<file path="config.mk">
export PLATFORM = sky130hd
export DESIGN_NAME = or1200_vlx_store_ctrl_flat
export DESIGN_NICKNAME = d
export VERILOG_FILES = /design/src/rtl/or1200_vlx_pkg.sv /design/src/rtl/or1200_vlx_store_ctrl_if.sv /design/src/rtl/or1200_vlx_byte_fifo.sv /design/src/rtl/or1200_vlx_store_ctrl.sv /design/src/flat_wrapper.sv
export SDC_FILE = /design/constraint.sdc
export NUM_CORES = 1
export LEC_CHECK = 0
export BUFFER_PORTS_ARGS = -buffer_cell sky130_fd_sc_hd__buf_4
export CORE_MARGIN = 2
export CORE_UTILIZATION = 52
export DETAILED_ROUTE_END_ITERATION = 8
export PLACE_DENSITY_LB_ADDON = 0.05
export SLEW_MARGIN = 20
export SYNTH_ARGS = -nofsm -noshare
export SYNTH_HDL_FRONTEND = slang
export SYNTH_HIERARCHICAL = 1
export SYNTH_SLANG_ARGS = --single-unit
</file>
<file path="constraint.sdc">
create_clock -name clk_i -period 3.5 [get_ports clk_i]
set_clock_uncertainty 0.2 [all_clocks]
set_input_delay 0.7 -clock clk_i [delete_from_list [all_inputs] [get_ports clk_i]]
set_output_delay 0.7 -clock clk_i [all_outputs]
set_load 0.1 [all_outputs]
</file>
<file path="src/rtl/or1200_vlx_pkg.sv">
// Shared types and constants for the VLX byte-store engine.
package or1200_vlx_pkg;

  typedef enum logic [1:0] {
    IDLE  = 2'd0,
    WRITE = 2'd1,
    STUFF = 2'd2
  } vlx_wr_state_t;

  // JPEG marker prefix; inside entropy-coded data it must be followed by a stuffed zero.
  localparam logic [7:0] VLX_MARKER_BYTE = 8'hFF;
  localparam logic [7:0] VLX_STUFF_BYTE  = 8'h00;

endpackage

</file>
<file path="src/rtl/or1200_vlx_store_ctrl_if.sv">
// Byte-in (packer) and byte-store (bus) handshakes of the VLX store controller.
interface or1200_vlx_store_ctrl_if;
  logic        byte_valid_i;
  logic [7:0]  byte_i;
  logic        byte_ready_o;
  logic        wr_req_o;
  logic [31:0] wr_addr_o;
  logic [7:0]  wr_dat_o;
  logic        ack_i;

  // Store controller side.
  modport slave (
    input  byte_valid_i, byte_i, ack_i,
    output byte_ready_o, wr_req_o, wr_addr_o, wr_dat_o
  );

  // Environment side: drives packer bytes and answers store requests.
  modport master (
    output byte_valid_i, byte_i, ack_i,
    input  byte_ready_o, wr_req_o, wr_addr_o, wr_dat_o
  );
endinterface

</file>
<file path="src/rtl/or1200_vlx_byte_fifo.sv">
// Small byte FIFO between the VLX packer and the store engine.
// Read-first: dout_o shows the head before a same-cycle pop takes effect.
module or1200_vlx_byte_fifo #(
  parameter int DEPTH = 4
) (
  input  logic                     clk_i,
  input  logic                     rst_i,
  input  logic                     push_i,
  input  logic                     pop_i,
  input  logic [7:0]               din_i,
  output logic [7:0]               dout_o,
  output logic                     full_o,
  output logic                     empty_o,
  output logic [$clog2(DEPTH):0]   count_o
);
  localparam int AW = $clog2(DEPTH);

  logic [7:0]    mem_q [DEPTH];
  logic [AW-1:0] wr_ptr_q, rd_ptr_q;
  logic [AW:0]   count_q;
  logic          do_push, do_pop;

  assign full_o  = (count_q == (AW+1)'(DEPTH));
  assign empty_o = (count_q == '0);
  assign count_o = count_q;
  assign dout_o  = mem_q[rd_ptr_q];
  assign do_push = push_i & ~full_o;
  assign do_pop  = pop_i & ~empty_o;

  // Storage array: data only, no reset needed.
  always_ff @(posedge clk_i) begin
    if (do_push) mem_q[wr_ptr_q] <= din_i;
  end

  // Pointers and occupancy; pointers wrap naturally since DEPTH is a power of two.
  always_ff @(posedge clk_i or posedge rst_i) begin
    if (rst_i) begin
      wr_ptr_q <= '0;
      rd_ptr_q <= '0;
      count_q  <= '0;
    end else begin
      if (do_push) wr_ptr_q <= wr_ptr_q + 1'b1;
      if (do_pop)  rd_ptr_q <= rd_ptr_q + 1'b1;
      case ({do_push, do_pop})
        2'b10:   count_q <= count_q + 1'b1;
        2'b01:   count_q <= count_q - 1'b1;
        default: count_q <= count_q;
      endcase
    end
  end
endmodule

</file>
<file path="src/rtl/or1200_vlx_store_ctrl.sv">
// VLX byte-store scheduler: queues packed bytes, applies JPEG 0xFF/0x00
// stuffing, and issues one acknowledged byte store at a time to an
// auto-incrementing destination address.
// Build option: OR1200_VLX_STUFF_EN enables the STUFF state (zero after 0xFF);
// without it bytes are written raw.
module or1200_vlx_store_ctrl
  import or1200_vlx_pkg::*;
#(
  parameter int          FIFO_DEPTH = 4,
  parameter logic [31:0] ADDR_RST   = 32'h0000_0000
) (
  input  logic                      clk_i,
  input  logic                      rst_i,
  input  logic                      init_addr_we_i,
  input  logic [31:0]               init_addr_i,
  input  logic                      flush_i,
  or1200_vlx_store_ctrl_if.slave    bus,
  output logic [31:0]               addr_o,
  output logic                      busy_o,
  output logic                      stall_o
);
  localparam int CW = $clog2(FIFO_DEPTH) + 1;

  vlx_wr_state_t state_q, state_d;
  logic [7:0]    cur_q, cur_d;
  logic [31:0]   addr_q;
  logic          flush_pend_q;
  logic          fifo_pop, fifo_full, fifo_empty;
  logic [7:0]    fifo_dout;
  logic [CW-1:0] fifo_count;
  logic          addr_inc;
  logic          stuff_hit;

  or1200_vlx_byte_fifo #(.DEPTH(FIFO_DEPTH)) u_fifo (
    .clk_i   (clk_i),
    .rst_i   (rst_i),
    .push_i  (bus.byte_valid_i),
    .pop_i   (fifo_pop),
    .din_i   (bus.byte_i),
    .dout_o  (fifo_dout),
    .full_o  (fifo_full),
    .empty_o (fifo_empty),
    .count_o (fifo_count)
  );

`ifdef OR1200_VLX_STUFF_EN
  assign stuff_hit = (cur_q == VLX_MARKER_BYTE);
`else
  assign stuff_hit = 1'b0;
`endif

  assign bus.byte_ready_o = ~fifo_full;
  assign bus.wr_req_o     = (state_q != IDLE);
  assign bus.wr_addr_o    = addr_q;
  assign addr_o           = addr_q;
  assign busy_o           = (state_q != IDLE) | (fifo_count != '0);
  // Last term covers a producer presenting a byte the full FIFO cannot take.
  assign stall_o          = fifo_full | (flush_pend_q & busy_o) | (bus.byte_valid_i & fifo_full);

  // Store data: the queued byte in WRITE, the stuffed zero in STUFF.
  always_comb begin
    bus.wr_dat_o = 8'h00;
    case (state_q)
      WRITE:   bus.wr_dat_o = cur_q;
`ifdef OR1200_VLX_STUFF_EN
      STUFF:   bus.wr_dat_o = VLX_STUFF_BYTE;
`endif
      default: bus.wr_dat_o = 8'h00;
    endcase
  end

  // Write sequencer: fetch next byte, hold the request until ack, insert stuffing.
  always_comb begin
    state_d  = state_q;
    cur_d    = cur_q;
    fifo_pop = 1'b0;
    addr_inc = 1'b0;
    case (state_q)
      IDLE: begin
        if (!fifo_empty) begin
          fifo_pop = 1'b1;
          cur_d    = fifo_dout;
          state_d  = WRITE;
        end
      end
      WRITE: begin
        if (bus.ack_i) begin
          addr_inc = 1'b1;
          if (stuff_hit) begin
            state_d = STUFF;
          end else if (!fifo_empty) begin
            fifo_pop = 1'b1;
            cur_d    = fifo_dout;
            state_d  = WRITE;
          end else begin
            state_d = IDLE;
          end
        end
      end
`ifdef OR1200_VLX_STUFF_EN
      STUFF: begin
        if (bus.ack_i) begin
          addr_inc = 1'b1;
          if (!fifo_empty) begin
            fifo_pop = 1'b1;
            cur_d    = fifo_dout;
            state_d  = WRITE;
          end else begin
            state_d = IDLE;
          end
        end
      end
`endif
      default: state_d = IDLE;
    endcase
  end

  // State, current byte, destination address and flush tracking.
  always_ff @(posedge clk_i or posedge rst_i) begin
    if (rst_i) begin
      state_q      <= IDLE;
      cur_q        <= 8'h00;
      addr_q       <= ADDR_RST;
      flush_pend_q <= 1'b0;
    end else begin
      state_q <= state_d;
      cur_q   <= cur_d;
      // Address reload only while idle so a stream never jumps mid-way.
      if (addr_inc)
        addr_q <= addr_q + 32'd1;
      else if (init_addr_we_i && !busy_o)
        addr_q <= init_addr_i;
      if (flush_i)
        flush_pend_q <= 1'b1;
      else if (fifo_empty && (state_q == IDLE))
        flush_pend_q <= 1'b0;
    end
  end
endmodule
</file>
<file path="src/flat_wrapper.sv">
// flat-port wrapper written by rule: the top's interface ports become plain ports
module or1200_vlx_store_ctrl_flat import or1200_vlx_pkg::*;
#(
  parameter int          FIFO_DEPTH = 4,
  parameter logic [31:0] ADDR_RST   = 32'h0000_0000
)
  (clk_i, rst_i, init_addr_we_i, init_addr_i, flush_i, addr_o, busy_o, stall_o, bus_byte_valid_i, bus_byte_i, bus_ack_i, bus_byte_ready_o, bus_wr_req_o, bus_wr_addr_o, bus_wr_dat_o);
  or1200_vlx_store_ctrl_if bus_i ();
  input  logic clk_i;
  input  logic rst_i;
  input  logic init_addr_we_i;
  input  logic [31:0] init_addr_i;
  input  logic flush_i;
  output logic [31:0] addr_o;
  output logic busy_o;
  output logic stall_o;
  input wire logic [$bits(bus_i.byte_valid_i)-1:0] bus_byte_valid_i;
  input wire logic [$bits(bus_i.byte_i)-1:0] bus_byte_i;
  input wire logic [$bits(bus_i.ack_i)-1:0] bus_ack_i;
  output wire logic [$bits(bus_i.byte_ready_o)-1:0] bus_byte_ready_o;
  output wire logic [$bits(bus_i.wr_req_o)-1:0] bus_wr_req_o;
  output wire logic [$bits(bus_i.wr_addr_o)-1:0] bus_wr_addr_o;
  output wire logic [$bits(bus_i.wr_dat_o)-1:0] bus_wr_dat_o;
  assign bus_i.byte_valid_i = bus_byte_valid_i;
  assign bus_i.byte_i = bus_byte_i;
  assign bus_i.ack_i = bus_ack_i;
  assign bus_byte_ready_o = bus_i.byte_ready_o;
  assign bus_wr_req_o = bus_i.wr_req_o;
  assign bus_wr_addr_o = bus_i.wr_addr_o;
  assign bus_wr_dat_o = bus_i.wr_dat_o;
  or1200_vlx_store_ctrl #(.FIFO_DEPTH(FIFO_DEPTH), .ADDR_RST(ADDR_RST)) u_core (.clk_i(clk_i), .rst_i(rst_i), .init_addr_we_i(init_addr_we_i), .init_addr_i(init_addr_i), .flush_i(flush_i), .bus(bus_i), .addr_o(addr_o), .busy_o(busy_o), .stall_o(stall_o));
endmodule
</file>
==> metrics.md, run 1 <==
| Metric | Value |
|---|---|
| Clk pin slew, worst setup/hold paths | 0.09 ns |
| First-pass GRT wire length | 15,530 µm |
| Period minus WS final | 2.764 ns |
| Port-buffer cells | 121 |
| Count leader, synth | dfrtp_1 |
| Mapped cell area | 4207 µm² |
| All-Layer GR Usage | 23.18% |
| CTS buffer count | 9 |
| CTS tree | yes |
| Post-cts sizing count | 0 |
| Vias in the first global route | 3,078 |
| Setup WS post-layout | 0.7361 ns |
| Most area-hungry cell type in the Yosys netlist | dfrtp_1 |
| Synthesized area per cell | 11.25 µm² |
| RSZ-0062 raised after global routing | false |
| Row count | 32 |
| Die Footprint | 8825 µm² |
| Fmax | 361.8 MHz |
| Overflow after GRT | 0 |
| Compound-gate portion of the synthesized area | 10.68% |
| Post-Synth Adder-Cell Area | 2.261% |
| Synth Area in XOR/XNOR | 1.457% |
| DP Area | 4966 µm² |
| Die Ht | 93.94 µm |
| DPL Wire Length | 7195 µm |
| 1st-pass router iterations | 5 |
| Syn_nets | 427 |
| Skew-Pair Late Insertion Delay | 0.36 ns |
| # hold bufs at CTS | 0 |
| Seq/Total Area, Yosys | 51.99% |
| Final nets | 519 |
| Vias per std cell | 5.703 |
| Total wire length | 9743 µm |
| Share of layout cells above drive strength 1 | 36.73% |
| Width of the chip | 93.94 µm |
| Top post-synthesis cells by area | dfrtp_1, edfxtp_1, buf_4 |
| Setup Crit Path Kind | reg -> out |
| Ports | 122 |
| Routability cong. | 0.8463 |
| Initial antenna violation count | 0 |
| Slew Limit Fails | 0 |
| Area grow syn2layout | 22.99% |
| Crit path launch type | flop |
| Fin crit share | 78.97% |
| Post-synthesis mux area share | 7.020% |
| Setup crit end kind | output port |
| Worst-path fanout max | 14 |
| Busiest grt layer | met2 |
| Routed vias | 3,268 |
| Hold crit path type | in -> async |
| Max-cap violations | 0 |
| GR Layer Usage met3 | 3.130% |
| Clock Sinks | 81 |
| Post-DR wirelength/cell | 17.00 µm |
| Slew headroom | 41.42% |
| CP arrival | 1.86 ns |
| Met2 usage | 40.60% |
| Hold Fails Final Rpt | 0 |
| Met1 Resource Use GR | 28.87% |
| Synth top area share | 29.15% |
| Ant diodes | 0 |
| Largest net degree at the start of global routing | 30 |
| Drt drc | 0 |
| Root Buffer | clkbuf_8 |
| Max clock buf depth | 2 |
| Asr flop ratio synth | 60.49% |
| Post-synth top cells | dfrtp_1, nand2_1, buf_4, edfxtp_1, nor2_1 |
| Actual slew at the worst max-slew pin | 0.8734 ns |
| Final instance area | 5174 µm² |
| Core Area | 7767 µm² |
| Largest family of logic cells by synthesized area | simple AND/OR/NAND/NOR gates |
| Drt initial violations | 177 |
| Dpl ws | 0.7546 ns |
| FF+latch count, synth | 81 |
| Post-synth EDFFs | 32 |
| Filler cells | 636 |
| Non-filler cells in the finished layout | 573 |
| Syn Inst Count | 374 |
| Antenna-violating nets left | 0 |
| Synth unique cells | 53 |
| Setup tns final | 0 ns |
| Post-synthesis simple-gate area fraction | 17.79% |
| Setup violations, final | 0 |
| WP data required | 2.60 ns |
| H-tree levels | 3 |
| Initial Utilization | 54.16% |
| Placed instance count | 557 |
| Synth Warn # | 6 |
| Post-CTS setup buffer count | 0 |
| Status | finished, final reports clean |
| Post-synth top flop | dfrtp_1 |
metrics by stage:
step,hold WS [ns],util (%)
floorplan,0.2490,-
global placement,0.2607,63.93
detailed placement,0.2763,63.93
CTS,0.07351,66.61
global route,0.08197,66.61
finish,0.08258,66.61
kinds of logic after synthesis:
family,after synthesis
and+or+nand+nor,140
DFF,81
AOI/OAI and AO/OA,62
buffers and inverters,59
muxes,18
xor gates and xnor gates,7
adders and majority gates,7
placed cells by master (no fill, tap or decap), drive strengths merged, types with 6 or more instances in the layout:
| master | netlist | routed |
|---|---|---|
| ha | 6 | 6 |
| dfrtp | 49 | 49 |
| clkbuf | 10 | 9 |
| nor2 | 21 | 21 |
| nor3 | 11 | 11 |
| nand2 | 38 | 38 |
| and3 | 6 | 6 |
| a21oi | 6 | 6 |
| nand4 | 10 | 10 |
| o211ai | 10 | 10 |
| nand3 | 17 | 17 |
| buf | 36 | 127 |
| nor4 | 7 | 7 |
| edfxtp | 32 | 32 |
| and2 | 14 | 14 |
| a211oi | 9 | 9 |
| mux2 | 9 | 9 |
| mux4 | 8 | 8 |
| inv | 13 | 16 |
| o21ai | 9 | 9 |
registers in the layout (all words and copies together) (netlist names):
name	flops
u_core/state_q	1
u_core/addr_o	32
u_core/u_fifo/rd_ptr_q	2
u_core/cur_q	8
u_core/flush_pend_q	1
u_core/u_fifo/mem_q	32
u_core/u_fifo/count_o	3
u_core/u_fifo/wr_ptr_q	2
worst max-delay path, stage by stage (launching register included):
cell and delay (ns):
dfrtp_1 0.52, nor4_1 0.52, inv_1 0.11, nand2_1 0.09, nand2_1 0.05, buf_4 0.22
metal layers:
layer  share of wire, %  vias to the layer above
met5                  0                        -
met4                1.5                        0
met3                5.3                       11
met2                 54                      110
met1                 40                     1607
li1                   -                     1540
final timing paths:
check | end | slack [ns] | startpoint | cells past startpoint
min reg2reg | u_core/flush_pend_q$_DFFE_PP0P_ | 0.30 | u_core/flush_pend_q$_DFFE_PP0P_ | 1
min | u_core/u_fifo/rd_ptr_q[0]$_DFFE_PP0P_ | 0.08 | rst_i | 2
max | stall_o | 0.74 | u_core/state_q[0]$_DFFE_PP0P_ | 5
max in group asynchronous | u_core/addr_o[18]$_DFFE_PP0P_ | 2.15 | rst_i | 3
max reg2reg | u_core/addr_o[20]$_DFFE_PP0P_ | 0.90 | u_core/state_q[0]$_DFFE_PP0P_ | 5
min in group clk_i | u_core/flush_pend_q$_DFFE_PP0P_ | 0.30 | u_core/flush_pend_q$_DFFE_PP0P_ | 1
area by class of cell:
| type | instances | area [µm²] | share of cell area, % |
|---|---|---|---|
| Timing Repair Buffer | 127 | 953.4 | 18.43 |
| Clock buffer | 9 | 123.9 | 2.394 |
| Sequential cell | 81 | 2187 | 42.27 |
| Clock inverter | 7 | 83.83 | 1.620 |
| Multi-Input combinational cell | 234 | 1649 | 31.87 |
| Inverter | 13 | 48.80 | 0.9432 |
| Tap cell | 102 | 127.6 | 2.467 |
Power of run 1 is left out: the tool's default activity adds up to more than one toggle a clock period on the data nets, which glitch-free logic cannot reach.
==> inputs of run 2 (changes only) <==
--- a/config.mk
+++ b/config.mk
@@ -7,7 +7,7 @@
 export LEC_CHECK = 0
 export BUFFER_PORTS_ARGS = -buffer_cell sky130_fd_sc_hd__buf_4
 export CORE_MARGIN = 2
-export CORE_UTILIZATION = 52
+export CORE_UTILIZATION = 47
 export DETAILED_ROUTE_END_ITERATION = 8
 export PLACE_DENSITY_LB_ADDON = 0.05
 export SLEW_MARGIN = 20
==> constraint.sdc (replaced) <==
create_clock -name clk_i -period 2.24 [get_ports clk_i]
set_clock_uncertainty 0.2 [all_clocks]
set_input_delay 0.448 -clock clk_i [delete_from_list [all_inputs] [get_ports clk_i]]
set_output_delay 0.448 -clock clk_i [all_outputs]
set_load 0.1 [all_outputs]
==> run 2 against run 1 <==
Against the previous run: critical path depth fell by 1; global-route usage fell by 1.7 points; flip-flop and latch count did not move; largest cell class unchanged; sequential share of layout area fell by 1.9 points; die area rose by 10%.
==> metrics.md, run 2 (synthesis results as in run 1) <==
| Metric | Value |
|---|---|
| Status | finished, final reports clean |
| All-Layer GR Usage | 21.44% (-1.7 points) |
| Root Buffer | clkbuf_8 |
| WP data required | 1.59 ns (-1.01 ns) |
| Overflow after GRT | 0 (unchanged) |
| Slew Limit Fails | 0 (unchanged) |
| Period minus WS final | 2.178 ns |
| Width of the chip | 98.61 µm (+5.0%) |
| Ports | 122 (unchanged) |
| Largest net degree at the start of global routing | 43 (+43%) |
| Worst-path fanout max | 11 (-3) |
| Slew headroom | 62.39% (+21 points) |
| Row count | 34 (+6.3%) |
| Clock Sinks | 81 (unchanged) |
| First-pass GRT wire length | 16,470 µm (+6.1%) |
| Skew-Pair Late Insertion Delay | 0.35 ns (about the same) |
| DPL Wire Length | 7511 µm (+4.4%) |
| Drt initial violations | 146 (-18%) |
| Max clock buf depth | 2 (unchanged) |
| Ant diodes | 0 (unchanged) |
| Hold Fails Final Rpt | 0 (unchanged) |
| Fmax | 459.0 MHz |
| Clk pin slew, worst setup/hold paths | 0.09 ns (about the same) |
| RSZ-0062 raised after global routing | true |
| Core Area | 8721 µm² (+12%) |
| Drt drc | 0 (unchanged) |
| Antenna-violating nets left | 0 (unchanged) |
| Vias per std cell | 5.497 (-3.6%) |
| Commonest non-fill, non-tap cell in the layout | buf_4 |
| Hold crit path type | in -> reg |
| Critical path's slowest cell | dfrtp_4 |
| Most frequent CP cell | buf_4 |
| Setup Crit Path Kind | reg -> out |
| Vias in the first global route | 3,244 (+5.4%) |
| Crit path launch type | flop |
| Fin crit share | 97.25% |
| Post-DR wirelength/cell | 16.64 µm (-2.1%) |
| Share of layout cells above drive strength 1 | 49.00% (+12 points) |
| Slowest Stage Delay on Critical Path | 0.50 ns (-0.02 ns) |
| Worst-path cell chain | buf_6 > buf_4 > and2_1 > buf_4 |
| Final nets | 548 (+5.6%) |
| Routed vias | 3,342 (+2.3%) |
| Die Footprint | 9723 µm² (+10%) |
| Routability cong. | 0.8575 (+1.3%) |
| Most frequent cells in the layout | buf_4, nand2_1, edfxtp_1 |
| CP arrival | 1.53 ns (-0.33 ns) |
| Total wire length | 10,120 µm (+3.9%) |
| Actual slew at the worst max-slew pin | 0.5641 ns (-0.3092 ns) |
| Setup crit end kind | output port |
| Area grow syn2layout | 33.43% |
| CTS tree | yes |
| CTS buffer count | 9 (unchanged) |
| 1st-pass router iterations | 4 (-1) |
| Crit path buf inv count | 3 (+1) |
| Die Ht | 98.61 µm (+5.0%) |
| R2r setup slk | 0.09 ns (-0.81 ns) |
| Initial Utilization | 48.24% (-5.9 points) |
| Crit-path leading delay family | buffers and inverters |
| Util after Layout | 64.36% (-2.2 points) |
| H-tree levels | 3 (unchanged) |
| Max-cap violations | 0 (unchanged) |
| Port-buffer cells | 121 (unchanged) |
| Initial antenna violation count | 0 (unchanged) |
| Setup violations, final | 0 (unchanged) |
run 2: worst paths after layout:
| check | startpoint | end | cells after the start |
|---|---|---|---|
| max | u_core/state_q[0]$_DFFE_PP0P_ | bus_wr_dat_o[5] | 4 |
| min | bus_ack_i | u_core/state_q[0]$_DFFE_PP0P_ | 2 |
| min reg2reg | u_core/cur_q[2]$_DFFE_PP0P_ | u_core/cur_q[2]$_DFFE_PP0P_ | 1 |
| min in group asynchronous | rst_i | u_core/u_fifo/wr_ptr_q[1]$_DFFE_PP0P_ | 3 |
| max in group asynchronous | rst_i | u_core/addr_o[18]$_DFFE_PP0P_ | 4 |
| max reg2reg | u_core/addr_o[13]$_DFFE_PP0P_ | u_core/addr_o[28]$_DFFE_PP0P_ | 5 |
run 2: cell type report:
type                    count  area (µm²)
fillers                   718        3108
flip-flops and latches     81        2265
multi-input cells         234        1763
repair buffers            156        1217
well taps                 108       135.1
clock buffers               9       123.9
clock inverters             7       60.06
inverters                  13       48.80
run 2: repair_timing:
item	in CTS	in global routing
pin swaps	0	12
buffers inserted	2	7
hold buffers	1	0
resized for setup	6	14
endpoints found under the setup margin	1	20
endpoints found under the hold margin	7	0
run 2: metal layers:
layer	global-route usage [%]	routed length (µm)	vias up
met3	4.113	455	7
li1	-	-	1600
met5	0	0	-
met1	27.29	4179	1642
met2	37.94	5394	93
met4	5.269	91	0
run 2: metrics by stage:
stage | instance area (µm²) | setup slack [ns] | hold WS [ns] | setup TNS, ns | instances
2_1_floorplan | 4360 | -0.2277 | 0.05140 | -1.304 | 374
3_3_place_gp | 5279 | 0.03660 | 0.2021 | 0 | 583
3_5_place_dp | 5279 | 0.03923 | 0.2094 | 0 | 583
4_1_cts | 5510 | 0.009506 | 0.07673 | 0 | 602
5_1_grt | 5613 | -0.001151 | 0.07108 | -0.001151 | 608
6_report | 5613 | 0.06155 | 0.09339 | 0 | 608
Power of run 2 is left out for the same reason.
